[src/rtl/seq_marker_tx.sv]
// ============================================================================
// Module      : seq_marker_tx
// Description : Serial frame transmitter. It sends a "101" sync marker and
//               then a parallel word MSB first, one bit per clock.
//               Define SEQ_MARKER_TX_GUARD_EN to add a trailing guard 0 bit.
// Revision    : 1.0 - initial release
// ============================================================================
`default_nettype none

module seq_marker_tx #(
  parameter int DATA_W = 8
) (
  input  logic              clk,
  input  logic              rst_n,
  input  logic [DATA_W-1:0] din,
  input  logic              din_valid,
  output logic              din_ready,
  output logic              x,
  output logic              busy,
  output logic              frame_done
);

  localparam int              CNT_W    = (DATA_W > 1) ? $clog2(DATA_W) : 1;
  localparam logic [CNT_W-1:0] CNT_LAST = CNT_W'(DATA_W - 1);

  typedef enum logic [2:0] {
    IDLE  = 3'd0,
    MK1   = 3'd1,
    MK0   = 3'd2,
    MK2   = 3'd3,
    DATA  = 3'd4
`ifdef SEQ_MARKER_TX_GUARD_EN
    , GUARD = 3'd5
`endif
  } state_t;

  state_t             state_q, state_d;
  logic [DATA_W-1:0]  sh_q, sh_d;
  logic [CNT_W-1:0]   cnt_q, cnt_d;
  logic               x_q, x_d;
  logic               busy_q, busy_d;
  logic               ready_q, ready_d;
  logic               done_q, done_d;
  logic               accept;
`ifndef SEQ_MARKER_TX_GUARD_EN
  logic               last_d;
`endif

  // Outputs are decoded from the next state and registered, so x stays a
  // pure Moore output and ready_q always reflects the current slot.
  always_comb begin
    accept  = din_valid && ready_q;
    state_d = state_q;
    sh_d    = sh_q;
    cnt_d   = cnt_q;

    case (state_q)
      IDLE: begin
        if (accept) begin
          state_d = MK1;
          sh_d    = din;
          cnt_d   = CNT_LAST;
        end
      end
      MK1: state_d = MK0;
      MK0: state_d = MK2;
      MK2: state_d = DATA;
      DATA: begin
        if (cnt_q != '0) begin
          sh_d  = sh_q << 1;
          cnt_d = cnt_q - 1'b1;
        end else begin
`ifdef SEQ_MARKER_TX_GUARD_EN
          state_d = GUARD;
`else
          state_d = accept ? MK1 : IDLE;
          if (accept) begin
            sh_d  = din;
            cnt_d = CNT_LAST;
          end
`endif
        end
      end
`ifdef SEQ_MARKER_TX_GUARD_EN
      GUARD: begin
        state_d = accept ? MK1 : IDLE;
        if (accept) begin
          sh_d  = din;
          cnt_d = CNT_LAST;
        end
      end
`endif
      default: state_d = IDLE;
    endcase

    case (state_d)
      MK1, MK2: x_d = 1'b1;
      DATA:     x_d = sh_d[DATA_W-1];
      default:  x_d = 1'b0;
    endcase

    busy_d = (state_d != IDLE);
`ifdef SEQ_MARKER_TX_GUARD_EN
    ready_d = (state_d == IDLE) || (state_d == GUARD);
    done_d  = (state_d == GUARD);
`else
    last_d  = (state_d == DATA) && (cnt_d == '0);
    ready_d = (state_d == IDLE) || last_d;
    done_d  = last_d;
`endif
  end

  always_ff @(posedge clk or negedge rst_n) begin
    if (!rst_n) begin
      state_q <= IDLE;
      sh_q    <= '0;
      cnt_q   <= '0;
      x_q     <= 1'b0;
      busy_q  <= 1'b0;
      ready_q <= 1'b1;
      done_q  <= 1'b0;
    end else begin
      state_q <= state_d;
      sh_q    <= sh_d;
      cnt_q   <= cnt_d;
      x_q     <= x_d;
      busy_q  <= busy_d;
      ready_q <= ready_d;
      done_q  <= done_d;
    end
  end

  assign x          = x_q;
  assign busy       = busy_q;
  assign din_ready  = ready_q;
  assign frame_done = done_q;

endmodule

`default_nettype wire

[config.mk]
export PLATFORM = sky130hd
export DESIGN_NAME = seq_marker_tx
export DESIGN_NICKNAME = d
export VERILOG_FILES = /design/src/rtl/seq_marker_tx.sv
export SDC_FILE = /design/constraint.sdc
export NUM_CORES = 1
export LEC_CHECK = 0
export CAP_MARGIN = 20
export CORE_MARGIN = 5
export CORE_UTILIZATION = 45
export CTS_BUF_LIST = sky130_fd_sc_hd__clkbuf_8
export DETAILED_ROUTE_END_ITERATION = 16
export GPL_TIMING_DRIVEN = 0
export PLACE_DENSITY = 0.83
export SYNTH_ARGS = -nofsm -noshare
export SYNTH_HDL_FRONTEND = slang
export SYNTH_SLANG_ARGS = --single-unit
[constraint.sdc]
create_clock -name clk -period 1.75 [get_ports clk]
set_clock_uncertainty 0.1 [all_clocks]
set_input_delay 0.35 -clock clk [delete_from_list [all_inputs] [get_ports clk]]
set_output_delay 0.35 -clock clk [all_outputs]
set_load 0.005 [all_outputs]
======== Word level (Yosys, flattened, before mapping) ========
Cells that the tools add are included.
storage, ports and cells
  register bits ........................... 18
  input port bits ......................... 11
  output and inout port bits .............. 4
  logic and storage cells ................. 37
operators by class
  $add $sub $neg .......................... 1
  equal/unequal tests ..................... 7
  muxes and demuxes ....................... 11
  reduce and logical (&&, ||, !) cells .... 10
operators by type and width
  operator                                                                number
  8-bit two-way mux                                                       2
  8-bit case mux with 2 select lines                                      1
  3-bit case mux with 5 select lines                                      1
  3-bit two-way mux                                                       4
  3-bit by 2-bit equality test with 1-bit output (second input constant)  3
  3-bit logical NOT                                                       3
  3-bit by 1-bit equality test with 1-bit output (second input constant)  2
  3-bit equality test (second input constant)                             2
  3-bit case mux with 2 select lines                                      1
  3-bit nonzero test                                                      2
  3-bit by 1-bit subtractor with 3-bit output (second input constant)     1
  1-bit logical AND                                                       2
  1-bit case mux with 2 select lines                                      1
  2-bit nonzero test                                                      1
  2-bit OR reduction                                                      1
  1-bit logical OR                                                        1
  1-bit two-way mux                                                       1

======== Logic depth before layout (Yosys ltp) ========
Gate-level depths: netlist (run 1).
  word-level depth ........................ 7
  mapped depth ............................ 7
  mapped depth without buffers ............ 6

======== Worst setup path after synthesis (run 1) ========
Ideal clock, no wire load.
  path kind ............................... register -> register
  start ................................... register cnt_q[0]
  end ..................................... register x_q (netlist: x)
  library setup time ...................... 133 ps
  data arrival time ....................... 1541 ps
  required time ........................... 1517 ps
  slack ................................... -24 ps
  stages on the path, launching flop included .. 8
  path buffers ............................ 1
  period minus slack after synthesis ...... 1774 ps
  cell sequence ........................... dfrtp_1 > inv_1 > ha_1 > nand2b_2 > and3_1 > buf_6 > a222oi_1 > o21bai_1
between the ends
  word-level cells in the longest chain between the ends .. 6
  elaborated cells between the ends (all ways) .. 10
RTL lines
  item                                                                                                                     RTL line  source
  start, declared                                                                                                          39        logic [CNT_W-1:0] cnt_q, cnt_d;
  start signal, assigned                                                                                                   125       cnt_q <= cnt_d;
  3-bit nonzero test *                                                                                                     69        if (cnt_q != '0) begin
  3-bit two-way mux                                                                                                        69
  3-bit case mux with 5 select lines                                                                                       57        case (state_q)
  3-bit by 1-bit equality test with 1-bit output / 3-bit by 2-bit equality test with 1-bit output (equally long branches)  96        case (state_d)
  2-bit OR reduction                                                                                                       96
  1-bit case mux with 2 select lines *                                                                                     96
  net x_d                                                                                                                  40        logic x_q, x_d;
  end signal, assigned                                                                                                     118       x_q <= 1'b0;
  end signal, assigned                                                                                                     126       x_q <= x_d;
  end, declared                                                                                                            40
Mark *: on every way through the listed nets, which the timed path passes. The rest lies on a longest branch.
A chain may end at the register's enable or synchronous reset.

======== Worst setup path after layout (run 1) ========
  start ................................... register cnt_q[1]
  end ..................................... register ready_q (netlist: din_ready)
between the ends
  word-level cells in the longest chain between the ends .. 6
  elaborated cells between the ends (all ways) .. 12
RTL lines
  item                                RTL line  source
  3-bit nonzero test                  69
  3-bit two-way mux                   69
  3-bit case mux with 2 select lines  57
  net cnt_d[0]                        39
  3-bit logical NOT                   107       last_d = (state_d == DATA) && (cnt_d == '0);
  1-bit logical AND                   107
  1-bit logical OR                    108       ready_d = (state_d == IDLE) || last_d;
  net ready_d                         42        logic ready_q, ready_d;
  end signal, assigned                128       ready_q <= ready_d;
  end, declared                       42
The timed path passes the listed nets, and every way through them passes these cells.

==> flow_summary_export.csv, run 1 <==
group,metric,value,unit
run_status,status,"complete, no violations",
setup_path,crit_arrival,1800,ps
setup_path,cp_top_family,"compound AO/OA/AOI/OAI gates",
min_path,holdPathStages,2,
place,post-place-ws,-359,ps
place,hpwl,1.19,mm
floorplan,die-height,53.3,um
timing,fmax,571,MHz
setup_path,crit_slowest_cell,"dfrtp_1",
route,wl,1.98,mm
pwr,powerDensity,1700,mW/mm2
global_routing,grt_max_degree,19,
pwr,ir_worst_vdd,0.943,mV
min_path,worstHoldStart,"sh_q[4]",
clock_tree,clk_path_buf_depth,2,
logic_synthesis,synth_mux_area_frac,0.0401,
setup_path,max_stage_delay,400,ps
route,drt-initial-drc-count,13,
clock_tree,insertion_delay,250,ps
route,wire_per_inst,15.2,um
global_routing,met1_usage,0.197,
global_routing,met3_usage,0.0225,
floorplan,die_x,53.3,um
logic_synthesis,synth_top_family_by_area,"compound AO/OA/AOI/OAI gates",
clock_tree,cts_buffers,3,
global_routing,antenna_found_initial,0,
timing,finalWorstSetupSlack,0.154,ps
logic_synthesis,syn_inst,75,
logic_synthesis,netlist_area,842,um2
clock_tree,clk_pin_slew,60,ps
logic_synthesis,synthesis.nets,88,
setup_path,startpoint_type,"register",
run,max_cap_viol_count,0,
setup_path,crit_buf_inv,2,
route,drtPass1Iterations,4,
clock_tree,cts-root-buf,"clkbuf_8",
route,vias,679,
logic_synthesis,synth_cell_type_count,29,
logic_synthesis,synth-compound-area-share,0.195,
floorplan,core_area,0.00175,mm2
setup_path,crit_chain,"inv_2, ha_4, nand2b_4, buf_6, a31oi_4, mux2i_2, o41ai_2",
logic_synthesis,synthAdderAreaFrac,0.0297,
route,antenna_left,0,
logic_synthesis,ys_seq_elements,18,
global_routing,grt_usage,0.150,
clock_tree,clock-sinks,18,
setup_path,r2r_start,"cnt_q[1]",
floorplan,io_pins,15,
floorplan,fp-row-count,15,
logic_synthesis,yosys.area_share.xor_xnor,0.0104,
setup_path,reg2reg_to,"din_ready",
finish,final_nets,119,
finish,diodes,0,
min_path,hp-class,"register to register",
timing,worstMarginPinSlew,764,ps
timing,fin_crit,1750,ps
timing,period_share,1.00,
setup_path,r2r_slack,0.2,ps
timing,maxSlewHeadroom,0.489,
setup_path,critPathMaxFanout,4,
setup_path,worstSetupEndpointType,"register",
finish,area_delta_synth_final,44.4,%
place,gp_congestion,0.739,
global_routing,grt_pass1_wl,3.02,mm
global_routing,grt_pass1_vias,646,
clock_tree,cts_tree,"done",
pwr,leakage,0.558,nW
logic_synthesis,synth_simple_gate_area_frac,0.147,
global_routing,top_usage_layer,"met2",
timing,setup_viol_count_final,0,
setup_path,required,1800,ps
timing,hold-worst-slack,382,ps
timing,hold_viol,0,
logic_synthesis,yosysSeqAreaShare,0.536,
route,via_per_inst,5.22,
min_path,min_to,"sh_q[4]",
route,drc_errors,0,
floorplan,initial_core_util,0.482,
setup_path,reg2regPathDepth,7,
clock_tree,cts_hold_buffers,0,
timing,slew_viol_final,0,
finish,drive_above_1_share,0.324,
clock_tree,htree_num_levels,1,
logic_synthesis,yosys_warnings,0,
timing,rsz0062_at_grt,"yes",
global_routing,use_met2,0.235,
global_routing,overflow,0,
setup_path,worst-setup-path-type,"register to register",
place,port_buffers,14,
floorplan,die-area,0.00284,mm2
logic_synthesis,postSynthAreaPerCell,11.2,um2
==> flip-flops by register name (all words and copies together) (netlist names) <==
signal / count
sh_q: 8
cnt_q: 3
state_q: 3
busy: 1
din_ready: 1
frame_done: 1
x: 1
==> cell usage after synthesis (all sizes together) <==
cell    count  area share
a21oi       3       0.018
mux2i       3       0.040
o41ai       1       0.019
nand2b      2       0.018
a222oi      1       0.012
and4bb      1       0.019
o21bai      1      0.0089
dfrtp      17        0.51
or2         1      0.0074
a21boi      1       0.013
nor3        2       0.012
o22a        1       0.010
nand2      13       0.058
o21a        1      0.0089
a221oi      1       0.010
xnor2       1       0.010
a31oi       3       0.040
dfstp       1       0.031
a22oi       6       0.053
inv         5       0.022
ha          2       0.030
buf         2       0.019
and3        1      0.0074
nor4        1      0.0074
nor2        4       0.018
==> logic make-up after synthesis <==
logic type / count (synthesis)
mux: 3
simple gates: 25
xor+xnor: 1
flops: 18
compound gates: 19
buf+inv: 7
fa+ha+maj: 2
==> worst register-to-register path, delay by kind of cell, from the launching register on <==
family                   cells  cell delay, ps
adder cells (fa/ha/maj)      1             150
multiplexers                 1             130
flip-flops                   1             400
AND/OR/NAND/NOR              1              60
AO/OA/AOI/OAI                2             600
buffers and inverters        2             210
==> stage by stage <==
step | area [um2] | total power, mW | utilization | TNS, ps | instances
after global routing | 1220 | 2.22 | 0.697 | -266 | 130
after floorplan | 845 | 1.25 | - | 0 | 75
after global placement | 1020 | 1.45 | 0.582 | -1730 | 114
final | 1220 | 2.07 | 0.697 | 0 | 130
after detailed placement | 1020 | 1.48 | 0.582 | -2060 | 114
after CTS | 1160 | 1.96 | 0.662 | -22.5 | 124
==> cell usage in the layout, fill, tap and decap left out, drive strengths merged <==
cell type / n
o21a: 1
nand2b: 2
o41ai: 1
or2: 1
dfstp: 1
a31oi: 3
a21oi: 3
a222oi: 1
and3: 1
nor4: 1
dlymetal6s2s: 1
dlygate4sd2: 1
nand2: 13
clkdlybuf4s50: 12
a221oi: 1
dfrtp: 17
a22oi: 6
mux2i: 3
xnor2: 1
inv: 5
ha: 2
nor3: 2
clkbuf: 4
buf: 14
nor2: 4
o22a: 1
and4bb: 1
o21bai: 1
a21boi: 1
==> worst max-delay path by stage <==
stage / startpoint / end / slack [ps] / cells after the start
after global placement: din_valid / din_ready / -290 / 5
final: cnt_q[1] / din_ready / 0.2 / 7
after CTS: cnt_q[1] / x / -20 / 7
after global routing: cnt_q[1] / din_ready / -80 / 7
after detailed placement: din_valid / din_ready / -360 / 5
after floorplan: cnt_q[0] / x / 30 / 7
==> final cells by class <==
type	instances	area, um2
fill	122	529
clock buffer	4	55.1
timing repair buffer	26	235
buffer	2	20.0
sequential	18	453
multi-input combinational	50	403
inverter	5	18.8
tap	25	31.3
==> timing repair <==
item | in CTS | in global routing
gates resized for setup | 9 | 5
pin swaps | 4 | 6
setup buffers | 6 | 6
setup endpoints to repair | 6 | 4
==> where the power goes <==
group | internal, mW | switching (mW) | total (mW)
clock network | 0.200 | 0.133 | 0.333
registers | 0.608 | 0.138 | 0.746
logic | 0.512 | 0.474 | 0.987
total | 1.32 | 0.745 | 2.07
==> layer usage <==
layer / routed length (um) / vias to the layer above
li1: - / 329
met1: 807 / 322
met2: 1030 / 21
met3: 69 / 7
met4: 63 / 0
met5: 0 / -
No activity file was read; power rests on OpenSTA's default activity.
==> run 2: changes to the inputs <==
Settings changed: CORE_MARGIN 5 to 2.
==> run 2 against run 1 <==
The run now ends with setup timing left. Global-route usage increased by 7.3 points. Sequential share of layout area shrank 0.29 points. Final cell count grew 0.77%. Sequential power down 1%. Non-clock buffer count grew 1. First-iteration DRC count is 38% lower. Power grew 1.9%. Critical path type unchanged.
==> flow_summary_export.csv, run 2 (same netlist as run 1, synthesis figures left out) <==
group,metric,value,unit
route,via_per_inst,5.45,
timing,period_share,1.03,
global_routing,grt_usage,0.222,
setup_path,worst-setup-path-type,"register to register",
finish,largest_reg_flops,8,
timing,rsz0062_at_grt,"yes",
route,drtPass1Iterations,4,
global_routing,grt_pass1_wl,3.28,mm
route,vias,714,
run_status,status,"complete, but fails checks",
run_status,violations,"setup timing",
timing,slew_viol_final,0,
timing,worstMarginPinSlew,796,ps
global_routing,grt_max_degree,19,
clock_tree,cts_hold_buffers,0,
setup_path,worstSetupEndpointType,"register",
floorplan,initial_core_util,0.482,
floorplan,die-height,47.3,um
clock_tree,clk_path_buf_depth,2,
place,gp_congestion,0.801,
timing,hold_viol,0,
floorplan,die_x,47.3,um
clock_tree,cts-root-buf,"clkbuf_8",
finish,reg_top3,"sh_q x8, cnt_q x3, state_q x3",
run,max_cap_viol_count,0,
global_routing,antenna_found_initial,0,
floorplan,die-area,0.00223,mm2
route,drt-initial-drc-count,8,
clock_tree,cts_buffers,3,
global_routing,grt_pass1_vias,707,
clock_tree,htree_num_levels,1,
timing,hold-worst-slack,384,ps
finish,layout.cells.non_filler,131,
place,hpwl,1.15,mm
floorplan,fp-row-count,15,
setup_path,startpoint_type,"register",
timing,finalWorstSetupSlack,-54.4,ps
setup_path,required,1810,ps
finish,final_cell_mix,"17 x dfrtp_1, 13 x nand2_1, 12 x clkdlybuf4s50_1, 12 x buf_4",
timing,setup_viol_count_final,4,
route,antenna_left,0,
setup_path,crit_arrival,1870,ps
setup_path,critPathMaxFanout,4,
clock_tree,clock-sinks,18,
timing,fmax,554,MHz
finish,mostFrequentLayoutCell,"dfrtp_1",
clock_tree,cts_tree,"done",
floorplan,io_pins,15,
finish,area_delta_synth_final,45.2,%
place,port_buffers,14,
timing,maxSlewHeadroom,0.468,
route,wl,2.21,mm
clock_tree,insertion_delay,260,ps
finish,drive_above_1_share,0.321,
finish,diodes,0,
pwr,ir_worst_vdd,0.980,mV
floorplan,core_area,0.00175,mm2
pwr,powerDensity,1720,mW/mm2
min_path,hp-class,"register to register",
global_routing,overflow,0,
timing,fin_crit,1800,ps
finish,final_nets,120,
place,dp.cells,114,
finish,top_register,"sh_q",
clock_tree,clk_pin_slew,70,ps
pwr,leakage,0.562,nW
route,drc_errors,0,
route,wire_per_inst,16.9,um
run 2: cell count changes in the layout (fill, tap and decap cells not counted), sizes merged:
| cell | delta |
|---|---|
| buf | +1 |
run 2: critical path: stages, from the launching register on:
cell and delay (ps):
dfrtp_1 400, inv_2 90, ha_4 150, nand2b_4 60
buf_4 150, a31oi_4 260, mux2i_4 140, o41ai_2 360
run 2: stage by stage:
| step | power, mW | setup TNS, ps | utilization | worst slack (ps) | cell area [um2] |
|---|---|---|---|---|---|
| after floorplan | 1.25 | 0 | - | 30.0 | 845 |
| after global placement | 1.44 | -1640 | 0.582 | -291 | 1020 |
| after detailed placement | 1.48 | -2030 | 0.582 | -335 | 1020 |
| after CTS | 1.97 | -18.5 | 0.676 | -18.5 | 1180 |
| after global routing | 2.23 | -469 | 0.700 | -114 | 1220 |
| final | 2.10 | -110 | 0.700 | -54.4 | 1220 |
run 2: cell type report:
| cell class | count | area [um2] |
|---|---|---|
| clock buffer | 4 | 55.1 |
| buffer | 2 | 16.3 |
| timing repair buffer | 27 | 243 |
| multi-input combinational | 50 | 407 |
| sequential | 18 | 452 |
| tap | 25 | 31.3 |
| inverter | 5 | 18.8 |
| fill | 133 | 523 |
run 2: final timing paths:
check	from	end	slack, ps	depth (start not counted)
max	cnt_q[1]	din_ready	-50	7
min reg2reg	sh_q[2]	sh_q[2]	380	2
max in group asynchronous	rst_n	x	600	1
min in group asynchronous	rst_n	frame_done	450	1
min	sh_q[2]	sh_q[2]	380	2
max reg2reg	cnt_q[1]	din_ready	-50	7
run 2: what timing repair did:
item,in CTS,in global routing
cloned,0,0
pin swaps,4,7
endpoints found under the setup margin,6,5
buffers inserted,11,2
gates resized for setup,6,6
run 2: power breakdown:
part,switching (mW),total (mW),internal (mW)
Clock,0.144,0.345,0.200
Combinational,0.511,1.03,0.515
Sequential,0.130,0.735,0.605
run 2: metal layers:
layer  wire (um)  track usage  vias to the layer above
li1            -            -                      334
met1         902        0.268                      356
met2        1190        0.370                       17
met3          62       0.0577                        7
met4          57        0.100                        0
met5           0            0                        -
